### src/rtl/layer_argmax_if.sv
// Handshake bundle for layer_argmax: upstream FIFO read port plus downstream
// result port. The slave modport is the argmax block; the master modport is its environment.
interface layer_argmax_if #(
  parameter int WORD_SIZE   = 8,
  parameter int INDEX_WIDTH = 2
);
  logic [WORD_SIZE-1:0]   data_i;
  logic                   empty_i;
  logic                   ren_o;
  logic                   valid_o;
  logic                   ready_i;
  logic [INDEX_WIDTH-1:0] index_o;
  logic [WORD_SIZE-1:0]   max_o;

  modport slave (
    input  data_i, empty_i, ready_i,
    output ren_o, valid_o, index_o, max_o
  );

  modport master (
    output data_i, empty_i, ready_i,
    input  ren_o, valid_o, index_o, max_o
  );
endinterface

### src/rtl/layer_argmax.sv
// Streaming argmax over one layer vector of signed activations: collects
// LAYER_HEIGHT words from a FIFO, then holds the winning index/value until taken.
module layer_argmax #(
  parameter int WORD_SIZE    = 8,
  parameter int LAYER_HEIGHT = 4,
  parameter int INDEX_WIDTH  = $clog2(LAYER_HEIGHT)
) (
  input  logic               clk_i,
  input  logic               reset_i,
  layer_argmax_if.slave      bus
);

  typedef enum logic {COLLECT, DONE} state_t;

  localparam logic [INDEX_WIDTH-1:0] LAST_INDEX = INDEX_WIDTH'(LAYER_HEIGHT - 1);

  state_t                 state;
  logic [INDEX_WIDTH-1:0] count;
  logic [INDEX_WIDTH-1:0] index_q;
  logic [WORD_SIZE-1:0]   max_q;
  logic                   accept;
  logic                   take_word;

  assign accept    = (state == COLLECT) && !bus.empty_i;
  // First word of a vector always wins; later ones only on a strict signed
  // improvement, so ties stay with the earliest arrival.
  assign take_word = (count == '0) || ($signed(bus.data_i) > $signed(max_q));

  always_ff @(posedge clk_i or negedge reset_i) begin
    if (!reset_i) begin
      state   <= COLLECT;
      count   <= '0;
      index_q <= '0;
      max_q   <= '0;
    end else begin
      case (state)
        COLLECT: begin
          if (accept) begin
            if (take_word) begin
              max_q   <= bus.data_i;
              index_q <= count;
            end
            if (count == LAST_INDEX) begin
              state <= DONE;
              count <= '0;
            end else begin
              count <= count + 1'b1;
            end
          end
        end
        DONE: begin
          if (bus.ready_i) begin
            state <= COLLECT;
            count <= '0;
          end
        end
        default: begin
          state <= COLLECT;
          count <= '0;
        end
      endcase
    end
  end

  assign bus.ren_o   = (state == COLLECT);
  assign bus.valid_o = (state == DONE);
  assign bus.index_o = index_q;
  assign bus.max_o   = max_q;

endmodule

### src/flat_wrapper.sv
// flat-port wrapper written by rule: the top's interface ports become plain ports
module layer_argmax_flat 
#(
  parameter int WORD_SIZE    = 8,
  parameter int LAYER_HEIGHT = 4,
  parameter int INDEX_WIDTH  = $clog2(LAYER_HEIGHT)
)
  (clk_i, reset_i, bus_data_i, bus_empty_i, bus_ready_i, bus_ren_o, bus_valid_o, bus_index_o, bus_max_o);
  layer_argmax_if #(.WORD_SIZE(WORD_SIZE), .INDEX_WIDTH(INDEX_WIDTH)) bus_i ();
  input  logic clk_i;
  input  logic reset_i;
  input wire logic [$bits(bus_i.data_i)-1:0] bus_data_i;
  input wire logic [$bits(bus_i.empty_i)-1:0] bus_empty_i;
  input wire logic [$bits(bus_i.ready_i)-1:0] bus_ready_i;
  output wire logic [$bits(bus_i.ren_o)-1:0] bus_ren_o;
  output wire logic [$bits(bus_i.valid_o)-1:0] bus_valid_o;
  output wire logic [$bits(bus_i.index_o)-1:0] bus_index_o;
  output wire logic [$bits(bus_i.max_o)-1:0] bus_max_o;
  assign bus_i.data_i = bus_data_i;
  assign bus_i.empty_i = bus_empty_i;
  assign bus_i.ready_i = bus_ready_i;
  assign bus_ren_o = bus_i.ren_o;
  assign bus_valid_o = bus_i.valid_o;
  assign bus_index_o = bus_i.index_o;
  assign bus_max_o = bus_i.max_o;
  layer_argmax #(.WORD_SIZE(WORD_SIZE), .LAYER_HEIGHT(LAYER_HEIGHT), .INDEX_WIDTH(INDEX_WIDTH)) u_core (.clk_i(clk_i), .reset_i(reset_i), .bus(bus_i));
endmodule
### config.mk
export PLATFORM = sky130hd
export DESIGN_NAME = layer_argmax_flat
export DESIGN_NICKNAME = d
export VERILOG_FILES = /design/src/rtl/layer_argmax_if.sv /design/src/rtl/layer_argmax.sv /design/src/flat_wrapper.sv
export SDC_FILE = /design/constraint.sdc
export NUM_CORES = 1
export LEC_CHECK = 0
export ABC_AREA = 1
export CORE_UTILIZATION = 45
export DETAILED_ROUTE_END_ITERATION = 8
export GPL_ROUTABILITY_DRIVEN = 0
export PLACE_DENSITY_LB_ADDON = 0.15
export RECOVER_POWER = 50
export SLEW_MARGIN = 0
export SYNTH_ARGS = -nofsm -noshare
export SYNTH_HDL_FRONTEND = slang
export SYNTH_SLANG_ARGS = --single-unit
### constraint.sdc
create_clock -name clk_i -period 3.2 [get_ports clk_i]
set_clock_uncertainty 0.2 [all_clocks]
set_input_delay 0.32 -clock clk_i [delete_from_list [all_inputs] [get_ports clk_i]]
set_output_delay 0.32 -clock clk_i [all_outputs]
set_load 0.02 [all_outputs]
# Word-level counts from Yosys, hierarchy flattened
# Index checks and enable logic that the tools add are counted.
# op_classes
addsub	1
n_lt_le_gt_ge	1
n_eq_ne	3
n_mux	8
bitwise	1
reduce_logical	6
# op_table
operator	count
greater-than comparator 8 bit	1
two-way mux 2 bit	3
case mux 2 bit (2 select lines)	1
two-way mux 1 bit	3
AND reduction 3 bit	1
adder 2 x 1 -> 2 bit, second input constant	1
equality test 2 bit, second input constant	1
zero test 2 bit	1
inequality test 2 x 1 -> 1 bit, second input constant	1
inequality test 2 bit, second input constant	1
case mux 1 bit (2 select lines)	1
AND reduction 2 bit	1
logical AND 1 bit	1
zero test 1 bit	1
logical OR 1 bit	1
NOT 1 bit	1
# totals
ff_bits	13
inputBits	12
output_inout_bits	12
word_cells	24

# Longest topological paths before layout
# depth
ltp_word	4
depth_mapped	15
ltp_nobuf	15

# Worst setup path before layout
# OpenSTA, ideal clock, no wires.
# synth_path
kind	register to register
startpoint	register u_core.max_q[7], in the netlist u_core.bus.max_o[7]
endpoint	register u_core.max_q[0], in the netlist u_core.bus.max_o[0]
setup_time_ns	0.117
arrival_time_ns	1.596
required_time_ns	2.883
setup_slack_ns	1.287
path_stages_with_launch	12
n_path_buf	0
synth_period_minus_slack_ns	1.913
path_cell_list	dfrtp_1 inv_1 ha_1 a21o_1 nor2_2 nand2_1 nand2_1 nand3_2 nand2_2 nand2_2 nand2_1 nand2_1
# synth_between
elab_chain_len	3
# synth_lines
item	line_no	text
from (decl)	layer_argmax.sv:20	logic [WORD_SIZE-1:0] max_q;
from (signal assigned)	layer_argmax.sv:40	max_q <= bus.data_i;
greater-than comparator 8 bit	layer_argmax.sv:27	assign take_word = (count == '0) || ($signed(bus.data_i) > $signed(max_q));
logical OR 1 bit	layer_argmax.sv:27	
AND reduction 3 bit (no source line)	--	
# No other way between the ends.
# A chain may end at the register's enable or synchronous reset.

# Worst setup path in the final report
# layout_path
startpoint	input bus_data_i[7]
endpoint	register u_core.max_q[1], in the netlist u_core.bus.max_o[1]
# layout_between
elab_chain_len	3
# layout_lines
item	line_no	text
from (decl)	flat_wrapper.sv:12	input wire logic [$bits(bus_i.data_i)-1:0] bus_data_i;
greater-than comparator 8 bit	layer_argmax.sv:27	
logical OR 1 bit	layer_argmax.sv:27	
AND reduction 3 bit (no source line)	--	
# No other way between the ends.

==> reports/qor.txt <==
Status - completed
Post-cts resize count - 0
Vias in the first global route - 734
CTS tree - yes
FF+latch area - 325 um^2
Cell Area, Synth - 810 um^2
Static Leak - 0.581 nW
CP top delay family - simple AND/OR/NAND/NOR gates
Max-Slew Margin vs Limit - 0.431
WS Path Type - in2reg
Total track usage - 0.208
Initial core utilization - 0.508
Fmax - 458 MHz
Post-synth EDFFs - 0
CORE AREA - 0.00159 mm^2
Sw Share - 0.464
Sequential share of power - 0.298
Seq/Total Area, Yosys - 0.402
Critical Path RT - 3.16 ns
Buf+Inv Stages, Crit Path - 1
Max-slew violations - 0
Port bufs - 23
Vias per cell - 4.79
Die W - 44.4 um
Drt pass-1 iters - 4
Area of the multi-input gates - 398 um^2
Clk_lat worst skew - 0.27 ns
Synth Warn # - 0
Post-Syn Nets - 124
Synth Area in Compound Gates - 0.0448
Net switching power - 0.473 mW
Hold Crit Class - in2async
Mux cell area share after synthesis - 0
Worst vdd ir - 0.000531 V
Setup TNS - 0 ns
Fraction of layout instances using a drive strength above 1 - 0.0709
XOR/XNOR Fraction of Synth Area - 0
Placed cells - 147
Final period util - 0.683
Cell internal pwr - 0.547 mW
CP Cell Sequence - clkdlybuf4s50_1, ha_1, a21o_1, nor2_2, nand2_1, nand2_1, nand3_2, nand2_2, nand2_2, nand2_1, nand2_1
Max Root-Sink Buffers - 2
Post-Synth Simple-Gate Area - 0.292
Gate count of the mapped netlist - 102
Total power - 1.02 mW
PwrDens - 947 mW/mm^2
Period minus WS final - 2.18 ns
Fraction of registers with async set/reset - 1.00
Clock root buffer master - clkbuf_4
Post-CTS Setup Bufs - 0
First-pass GRT wire length - 2990 um
Overflow after GRT - 0
Non-filler cells, final - 151
Routed vias - 723
Post-synth top flop - dfrtp_1
Combinational Power Share - 0.606
Synthesized flop and latch total - 13
Die Ht - 44.4 um
Routed wire length - 1630 um
Initial DRC count - 14
Synth unique cells - 17
Worst-path fanout max - 11
Dpl cell area - 0.00105 mm^2
Slowest stage cell, crit path - clkdlybuf4s50_1
Largest net degree at the start of global routing - 14
Routed Antenna Nets - 0
Total of max-cap violations - 0
Layout area overhead - 33.1%
Final hold violation count - 0
DRC - 0
Synth top area share - 0.402
Clock share of power - 0.097
Num Clock Sinks - 13
# nets final - 150
DP Wirelength - 1390 um
Slew at the pin closest to its max-slew limit - 0.851 ns
Most used cell, CP - nand2_1
H-Tree Depth - 1
# setup viols final - 0
Final core utilization - 0.676
WL per Instance - 10.8 um
CP peak stage delay - 0.43 ns
Fill count - 148
Number of cell rows - 14
Mean Syn Cell Area - 7.94 um^2
Reg2Reg Depth - 11
Synth area leaders - dfrtp_1 (40%), nand2_1 (16%), ha_1 (15%)
Post-synth top cells - nand2_1 (34), inv_1 (18), dfrtp_1 (13), ha_1 (10), nand3_1 (10)
Most area-hungry cell type in the Yosys netlist - dfrtp_1
Unrepaired setup endpoints after global routing - false
CTS buffer count - 3
Worst path arrival time - 2.15 ns
Cell area after layout - 0.00108 mm^2
Adder-cell share of the synthesized area - 0.155
Cell with the most instances after synthesis - nand2_1
Setup crit start kind - primary input
Die Area - 0.00197 mm^2
Initial antenna violation count - 0
Clock slew at reported path FFs - 0.08 ns
CTS Hold Bufs - 0
ANT cells - 0
I/O pin cnt - 24
CP Depth - 11
CP Capture Type - flip-flop
Largest family of logic cells by synthesized area - simple AND/OR/NAND/NOR gates
## stage by stage
stage / setup slack, ns / hold WS, ns
after floorplan: 1.29 / -0.176
after global placement: 0.804 / 0.270
after detailed placement: 0.720 / 0.264
after CTS: 1.00 / 0.225
after global routing: 0.838 / 0.310
final: 1.02 / 0.281
## cells by family (layout without fill, tap and decap cells)
group | after synthesis | after routing
AND/OR/NAND/NOR | 53 | 53
buffers and inverters | 20 | 45
flip-flops | 13 | 13
adder cells (fa/ha/maj) | 10 | 10
AO/OA/AOI/OAI | 6 | 6
## power by group through the flow
| stage | Sequential [mW] | Combinational (mW) | Clock [mW] |
|---|---|---|---|
| detailed placement | 0.309 | 0.639 | 0 |
| finish | 0.304 | 0.618 | 0.0987 |
| floorplan | 0.380 | 0.349 | 0 |
| CTS | 0.307 | 0.642 | 0.101 |
| global placement | 0.307 | 0.614 | 0 |
| global route | 0.316 | 0.707 | 0.111 |
## cell usage in the layout, fill, tap and decap left out, drive strengths merged
master         netlist  routed
nand4                1       1
o22ai                1       1
dfrtp               13      13
ha                  10      10
nand3               12      12
nor2                 4       4
a21o                 1       1
clkdlybuf4s50        0      16
a22oi                1       1
dlygate4sd3          0       7
clkbuf               0       4
inv                 18      18
nand2               36      36
a21oi                2       2
o21ai                1       1
## layout make-up
cell class	count	share of cell area
multi-input combinational	69	0.369
sequential	13	0.302
timing repair buffer	23	0.214
inverter	18	0.0627
tap	24	0.0279
clock buffer	4	0.0244
## path summary, 6_finish.rpt
check                                           start                     to  slack [ns]
worst min register to register  u_core.bus.index_o[0]  u_core.bus.index_o[0]        0.29
max in group asynchronous                     reset_i    u_core.bus.max_o[5]        2.14
worst max register to register    u_core.bus.max_o[7]    u_core.bus.max_o[1]        1.09
worst max-delay path                    bus_data_i[7]    u_core.bus.max_o[1]        1.02
min in group clk_i              u_core.bus.index_o[0]  u_core.bus.index_o[0]        0.29
worst min-delay path                          reset_i    u_core.bus.max_o[6]        0.28
## per-layer routing
layer  global-route usage  vias to the layer above  routed length, um
met5                    0                        -                  0
met4               0.0545                        0                  0
met3               0.0367                        0                 52
met2                0.371                       13                872
met1                0.259                      338                708
li1                     -                      372                  -
## flip-flops by register name, indices dropped and copies added (netlist names)
name	cells
u_core.count	2
u_core.bus.index_o	2
u_core.bus.max_o	8
u_core.bus.valid_o	1
Power figures use the tool's default switching activity.
